## config.mk

```make
export PLATFORM = sky130hd
export DESIGN_NAME = call_return_ctrl
export DESIGN_NICKNAME = d
export VERILOG_FILES = /design/src/rtl/call_return_ctrl.sv
export SDC_FILE = /design/constraint.sdc
export NUM_CORES = 1
export LEC_CHECK = 0
export ABC_AREA = 0
export CAP_MARGIN = 20
export CORE_ASPECT_RATIO = 1.5
export CORE_MARGIN = 5
export CORE_UTILIZATION = 38
export DETAILED_ROUTE_END_ITERATION = 7
export PLACE_DENSITY = 0.75
export RECOVER_POWER = 100
export SLEW_MARGIN = 20
export SYNTH_ARGS = -nofsm -noshare
export SYNTH_HDL_FRONTEND = slang
export SYNTH_SLANG_ARGS = --single-unit
```

## constraint.sdc

```tcl
create_clock -name clk -period 2.05 [get_ports clk]
set_clock_uncertainty 0.1 [all_clocks]
set_input_delay 0.205 -clock clk [delete_from_list [all_inputs] [get_ports clk]]
set_output_delay 0.205 -clock clk [all_outputs]
set_load 0.01 [all_outputs]
```

## src/rtl/call_return_ctrl.sv

```systemverilog
// call_return_ctrl
//   Initiator side of a hardware return-address stack. Converts call/return
//   requests from decode into push / top-of-stack-read / pop strobe sequences,
//   keeps a count of stack occupancy, raises sticky overflow/underflow flags,
//   and hands the popped return address to fetch over a valid/ready redirect.
//
// Ports
//   clk, rst          clock (rising edge), asynchronous active-high reset
//   call_req, ret_req decode requests, sampled only while idle
//   call_pc           PC of the call instruction
//   redirect_ready    fetch accepts redirect_pc
//   stack_data        top-of-stack value from the stack
//   err_clear         clears the sticky error flags
//   push_sig, pop_sig, tos_sig, push_data   stack control
//   redirect_valid, redirect_pc             redirect to fetch
//   busy              controller not idle, decode must stall
//   depth             current occupancy (0..DEPTH)
//   overflow          sticky: call issued while full
//   underflow         sticky: return issued while empty
module call_return_ctrl #(
  parameter int WIDTH = 12,
  parameter int DEPTH = 8,
  parameter int CNT_W = 4
) (
  input  logic             clk,
  input  logic             rst,
  input  logic             call_req,
  input  logic             ret_req,
  input  logic [WIDTH-1:0] call_pc,
  input  logic             redirect_ready,
  input  logic [WIDTH-1:0] stack_data,
  input  logic             err_clear,
  output logic             push_sig,
  output logic             pop_sig,
  output logic             tos_sig,
  output logic [WIDTH-1:0] push_data,
  output logic             redirect_valid,
  output logic [WIDTH-1:0] redirect_pc,
  output logic             busy,
  output logic [CNT_W-1:0] depth,
  output logic             overflow,
  output logic             underflow
);

  localparam logic [2:0] S_IDLE  = 3'd0;
  localparam logic [2:0] S_PUSH  = 3'd1;
  localparam logic [2:0] S_TOS   = 3'd2;
  localparam logic [2:0] S_POP   = 3'd3;
  localparam logic [2:0] S_REDIR = 3'd4;

  logic [2:0]       state, state_nxt;
  logic [WIDTH-1:0] push_data_q;
  logic [WIDTH-1:0] ret_q;
  logic [CNT_W-1:0] depth_q;
  logic             ovf_q, unf_q;

  logic full, empty, idle;
  logic do_call, do_ret, ovf_evt, unf_evt;

  assign idle  = (state == S_IDLE);
  assign full  = (depth_q == CNT_W'(DEPTH));
  assign empty = (depth_q == '0);

  // A call always takes priority; a return arriving with it is dropped.
  assign do_call = idle && call_req && !full;
  assign do_ret  = idle && !call_req && ret_req && !empty;
  assign ovf_evt = idle && call_req && full;
  assign unf_evt = idle && !call_req && ret_req && empty;

  always_comb begin
    state_nxt = state;
    case (state)
      S_IDLE: begin
        if (do_call)     state_nxt = S_PUSH;
        else if (do_ret) state_nxt = S_TOS;
      end
      S_PUSH:  state_nxt = S_IDLE;
      S_TOS:   state_nxt = S_POP;
      S_POP:   state_nxt = S_REDIR;
      S_REDIR: if (redirect_ready) state_nxt = S_IDLE;
      default: state_nxt = S_IDLE;
    endcase
  end

  always_ff @(posedge clk or posedge rst) begin
    if (rst) begin
      state       <= S_IDLE;
      push_data_q <= '0;
      ret_q       <= '0;
      depth_q     <= '0;
      ovf_q       <= 1'b0;
      unf_q       <= 1'b0;
    end else begin
      state <= state_nxt;
      // Return address is the instruction after the call; wraps mod 2^WIDTH.
      if (do_call) push_data_q <= call_pc + WIDTH'(1);
      if (state == S_PUSH) depth_q <= depth_q + CNT_W'(1);
      // Stack drives the top entry during TOS and holds it through POP;
      // capture it at the POP exit edge together with the decrement.
      if (state == S_POP) begin
        ret_q   <= stack_data;
        depth_q <= depth_q - CNT_W'(1);
      end
      // A new error in the same cycle as err_clear leaves the flag set.
      ovf_q <= ovf_evt | (ovf_q & ~err_clear);
      unf_q <= unf_evt | (unf_q & ~err_clear);
    end
  end

  // Strobes decode straight from state, so each lasts exactly one cycle,
  // they are mutually exclusive, and they drop as soon as reset asserts.
  assign push_sig       = (state == S_PUSH);
  assign tos_sig        = (state == S_TOS);
  assign pop_sig        = (state == S_POP);
  assign redirect_valid = (state == S_REDIR);
  assign push_data      = push_data_q;
  assign redirect_pc    = ret_q;
  assign busy           = !idle;
  assign depth          = depth_q;
  assign overflow       = ovf_q;
  assign underflow      = unf_q;

endmodule

```

==> impl_metrics.xml <==
<?xml version="1.0" encoding="UTF-8"?>
<metrics>
  <group name="clocking">
    <metric name="tritoncts" unit="">done</metric>
    <metric name="cts.sinks" unit="">33</metric>
    <metric name="max_buffers_root_to_sink" unit="">2</metric>
    <metric name="h-tree-depth" unit="">2</metric>
    <metric name="clk_latency" unit="ps">280</metric>
    <metric name="numCtsBuffers" unit="">5</metric>
    <metric name="ctsHoldBuffers" unit="">0</metric>
    <metric name="clk_root_buffer_cell" unit="">sky130_fd_sc_hd__clkbuf_8</metric>
    <metric name="cts.repair.resized" unit="">0</metric>
    <metric name="post-cts-setup-buffers" unit="">0</metric>
    <metric name="cts.reportedPaths.clkPinSlew" unit="ps">70</metric>
  </group>
  <group name="grt">
    <metric name="grt_first_pass_wirelength" unit="mm">5.602</metric>
    <metric name="first_global_vias" unit="">1266</metric>
    <metric name="grt_max_degree" unit="">34</metric>
    <metric name="antenna_found_initial" unit="">0</metric>
    <metric name="overflow" unit="">0</metric>
    <metric name="grt_util_overall" unit="">0.1300</metric>
  </group>
  <group name="critical_path">
    <metric name="worst-endpoint-arrival" unit="ps">1670</metric>
    <metric name="critical_path.startpoint_type" unit="">register</metric>
    <metric name="crit_buf_inv" unit="">2</metric>
    <metric name="data_required_time_of_the_critical_path" unit="ps">1750</metric>
    <metric name="path_cells" unit="">nor2_1, nand2_1, inv_1, clkdlybuf4s50_1</metric>
    <metric name="worst-path-stages" unit="">4</metric>
    <metric name="r2r_cells" unit="">8</metric>
    <metric name="timing_worst_setup_path_type" unit="">register to output port</metric>
    <metric name="timing.critical_path.slowest_cell_delay" unit="ps">520</metric>
    <metric name="critPathSlowestCell" unit="">sky130_fd_sc_hd__clkdlybuf4s50_1</metric>
    <metric name="critical_path_maximum_fanout" unit="">4</metric>
    <metric name="top_delay_family_on_crit_path" unit="">buffers and inverters</metric>
    <metric name="setup.worst_path.end_class" unit="">output port</metric>
  </group>
  <group name="pwr">
    <metric name="clockPowerShare" unit="">0.142</metric>
    <metric name="worst_ir_drop_vdd" unit="V">0.0007890</metric>
    <metric name="power.leakage" unit="nW">1.072</metric>
    <metric name="p_per_area" unit="nW/um2">1375</metric>
    <metric name="power_switching_share" unit="">0.3560</metric>
    <metric name="net_sw_power" unit="W">0.001147</metric>
    <metric name="total_power" unit="W">0.003222</metric>
    <metric name="comb_power_share" unit="">0.495</metric>
    <metric name="share_seq_of_total_power" unit="">0.364</metric>
    <metric name="internal_power" unit="W">0.002075</metric>
  </group>
  <group name="floorplanning">
    <metric name="floorplan.io_pins" unit="">65</metric>
    <metric name="core_area" unit="um2">3959</metric>
    <metric name="core.rowCount" unit="">28</metric>
    <metric name="chipWidth" unit="um">62.30</metric>
    <metric name="die_h" unit="um">88.45</metric>
    <metric name="initial_core_util" unit="">0.3938</metric>
    <metric name="design.die.area" unit="um2">5510</metric>
  </group>
  <group name="timing">
    <metric name="max_fclk" unit="MHz">505.6</metric>
    <metric name="timing_max_transition_violations_final" unit="">0</metric>
    <metric name="timing.final.setup_violations" unit="">0</metric>
    <metric name="grt_setup_unrepaired" unit="">true</metric>
    <metric name="max-slew-margin-rel" unit="">0.4646</metric>
    <metric name="final.period_utilization" unit="">0.9648</metric>
    <metric name="finalCriticalPeriod" unit="ps">1978</metric>
    <metric name="timing.final.hold_violations" unit="">0</metric>
    <metric name="timing_worst_slew_pin_value" unit="ps">803.1</metric>
    <metric name="totalNegativeSetupSlack" unit="ps">0</metric>
  </group>
  <group name="routing">
    <metric name="detail_route.drc_violations" unit="">0</metric>
    <metric name="first_iter_violations" unit="">38</metric>
    <metric name="pre_repair_dr_iteration_count" unit="">2</metric>
    <metric name="post_drt_wl_per_cell" unit="um">12.38</metric>
    <metric name="viasPerCell" unit="">4.749</metric>
    <metric name="final_antenna_net_count" unit="">0</metric>
    <metric name="routed_wl" unit="mm">3.503</metric>
    <metric name="num_vias" unit="">1344</metric>
  </group>
  <group name="layout">
    <metric name="register_area" unit="um2">825.8</metric>
    <metric name="fin_util" unit="">0.5920</metric>
    <metric name="area.growth.synth_to_final" unit="%">50.32</metric>
    <metric name="final_cell_mix" unit="">63 x sky130_fd_sc_hd__clkdlybuf4s50_1, 57 x sky130_fd_sc_hd__nand2_1, 33 x sky130_fd_sc_hd__dfrtp_1, 11 x sky130_fd_sc_hd__o21ai_0</metric>
    <metric name="multiInputGateArea" unit="um2">669.4</metric>
    <metric name="layout.cells.most_common" unit="">sky130_fd_sc_hd__clkdlybuf4s50_1</metric>
    <metric name="fill_cells" unit="">368</metric>
    <metric name="finish.cell_count_without_fillers" unit="">283</metric>
    <metric name="n_antenna_cell" unit="">0</metric>
    <metric name="finish.net_count" unit="">271</metric>
    <metric name="share_of_layout_cells_above_drive_strength_1" unit="">0.08403</metric>
  </group>
  <group name="synth">
    <metric name="synth_area" unit="um2">1559</metric>
    <metric name="synthDistinctLibCells" unit="">30</metric>
    <metric name="synth.yosys.warnings" unit="">0</metric>
    <metric name="synth_seq_cells" unit="">33</metric>
    <metric name="synth.net_count" unit="">200</metric>
    <metric name="ys_seq_area_frac" unit="">0.5297</metric>
    <metric name="post_synth_inst_count" unit="">166</metric>
    <metric name="synth_area_per_cell" unit="um2">9.392</metric>
  </group>
  <group name="status">
    <metric name="run_status" unit="">finished clean</metric>
  </group>
  <group name="place">
    <metric name="detailedPlacementHpwl" unit="mm">2.723</metric>
    <metric name="dpl.cell_count" unit="">275</metric>
    <metric name="io_buffers" unit="">64</metric>
    <metric name="place.gp.congestion" unit="">0.7225</metric>
  </group>
  <group name="worst_hold_path">
    <metric name="worst_hold_path.num_cells" unit="">3</metric>
    <metric name="worstHoldPathType" unit="">input port to register</metric>
  </group>
  <group name="flow_run">
    <metric name="cap_viol_max_count" unit="">0</metric>
  </group>
</metrics>
## logic make-up (layout without fill, tap and decap cells)
logic type	count (synthesis)	after routing	share of synthesized area
AOI/OAI and AO/OA	19	19	0.06981
adders and majority gates	4	4	0.03692
buffers and inverters	15	87	0.04654
and+or+nand+nor	80	80	0.2303
xor gates and xnor gates	13	13	0.07303
DFF	33	33	0.5297
muxes	2	2	0.01364
## worst reg2reg max path: stages (launching register included)
cell	delay [ps]
sky130_fd_sc_hd__dfrtp_1	410
sky130_fd_sc_hd__nor2b_2	180
sky130_fd_sc_hd__nand2_1	90
sky130_fd_sc_hd__inv_2	60
sky130_fd_sc_hd__ha_1	290
sky130_fd_sc_hd__a21o_1	190
sky130_fd_sc_hd__a21oi_2	150
sky130_fd_sc_hd__mux2i_1	220
sky130_fd_sc_hd__xnor2_1	130
## synthesized netlist by cell type
master / count / area share
sky130_fd_sc_hd__nand2_1: 57 / 0.14
sky130_fd_sc_hd__dfrtp_1: 33 / 0.53
sky130_fd_sc_hd__inv_1: 11 / 0.026
sky130_fd_sc_hd__o21ai_0: 11 / 0.035
sky130_fd_sc_hd__xnor2_1: 10 / 0.056
sky130_fd_sc_hd__nor2_1: 5 / 0.012
sky130_fd_sc_hd__nand3_1: 4 / 0.013
sky130_fd_sc_hd__ha_1: 3 / 0.024
sky130_fd_sc_hd__nor3_1: 3 / 0.0096
sky130_fd_sc_hd__xor2_1: 3 / 0.017
sky130_fd_sc_hd__a21o_1: 2 / 0.0096
sky130_fd_sc_hd__buf_6: 2 / 0.014
sky130_fd_sc_hd__nand4_2: 2 / 0.016
sky130_fd_sc_hd__nor3b_1: 2 / 0.0096
sky130_fd_sc_hd__nor4_1: 2 / 0.0080
sky130_fd_sc_hd__o22ai_1: 2 / 0.0080
sky130_fd_sc_hd__a21oi_1: 1 / 0.0032
sky130_fd_sc_hd__buf_2: 1 / 0.0032
sky130_fd_sc_hd__clkbuf_1: 1 / 0.0024
sky130_fd_sc_hd__fa_1: 1 / 0.013
sky130_fd_sc_hd__mux2_2: 1 / 0.0072
sky130_fd_sc_hd__mux2i_1: 1 / 0.0064
sky130_fd_sc_hd__nand2b_1: 1 / 0.0040
sky130_fd_sc_hd__nor2b_1: 1 / 0.0040
sky130_fd_sc_hd__o21a_1: 1 / 0.0048
sky130_fd_sc_hd__o21ai_1: 1 / 0.0032
sky130_fd_sc_hd__o21ai_2: 1 / 0.0056
sky130_fd_sc_hd__or3b_2: 1 / 0.0056
sky130_fd_sc_hd__or4_1: 1 / 0.0048
sky130_fd_sc_hd__or4b_1: 1 / 0.0064
## area by class of cell
class                      count  area share
clock inverter                 2    0.004271
tap                           45     0.02403
clock buffer                   6     0.03097
multi-input combinational    118      0.2856
inverter                      11     0.01762
timing repair buffer          68      0.2851
sequential                    33      0.3524
## power groups by stage
stage	clock network [W]	registers, W	logic [W]
after floorplan	0	0.00129	0.000650
after global placement	0	0.00117	0.00158
after detailed placement	0	0.00119	0.00160
after CTS	0.000479	0.00118	0.00161
after global routing	0.000498	0.00122	0.00175
final	0.000456	0.00117	0.00159
## final timing paths
kind	startpoint	to	slack, ps
min in group asynchronous	rst	redirect_pc[11]	490
max	state[2]	tos_sig	70
min	stack_data[9]	redirect_pc[9]	350
max reg2reg	state[0]	depth[3]	140
max in group asynchronous	rst	redirect_pc[1]	850
min reg2reg	redirect_pc[11]	redirect_pc[11]	370
## sequential cells by signal (all words and copies together), names as in the netlist
name	count
depth	4
overflow	1
push_data	12
redirect_pc	12
state	3
underflow	1
## per-stage QoR
step                      area [um2]  hold WS [ps]  setup WS [ps]
after floorplan                 1565         203.8          41.16
after global placement          2255         356.9          208.2
after detailed placement        2255         362.2          143.6
after CTS                       2337         210.3          49.33
after global routing            2344         354.5         -28.71
final                           2344         350.2          72.13
## per-layer routing
| layer | wire [um] | up-vias | track usage |
|---|---|---|---|
| met4 | 56 | 0 | 0.05792 |
| met1 | 1360 | 600 | 0.1350 |
| met2 | 1792 | 53 | 0.2387 |
| met5 | 0 | - | 0 |
| li1 | - | 684 | - |
| met3 | 293 | 7 | 0.04193 |
No activity file was read; power rests on OpenSTA's default activity.
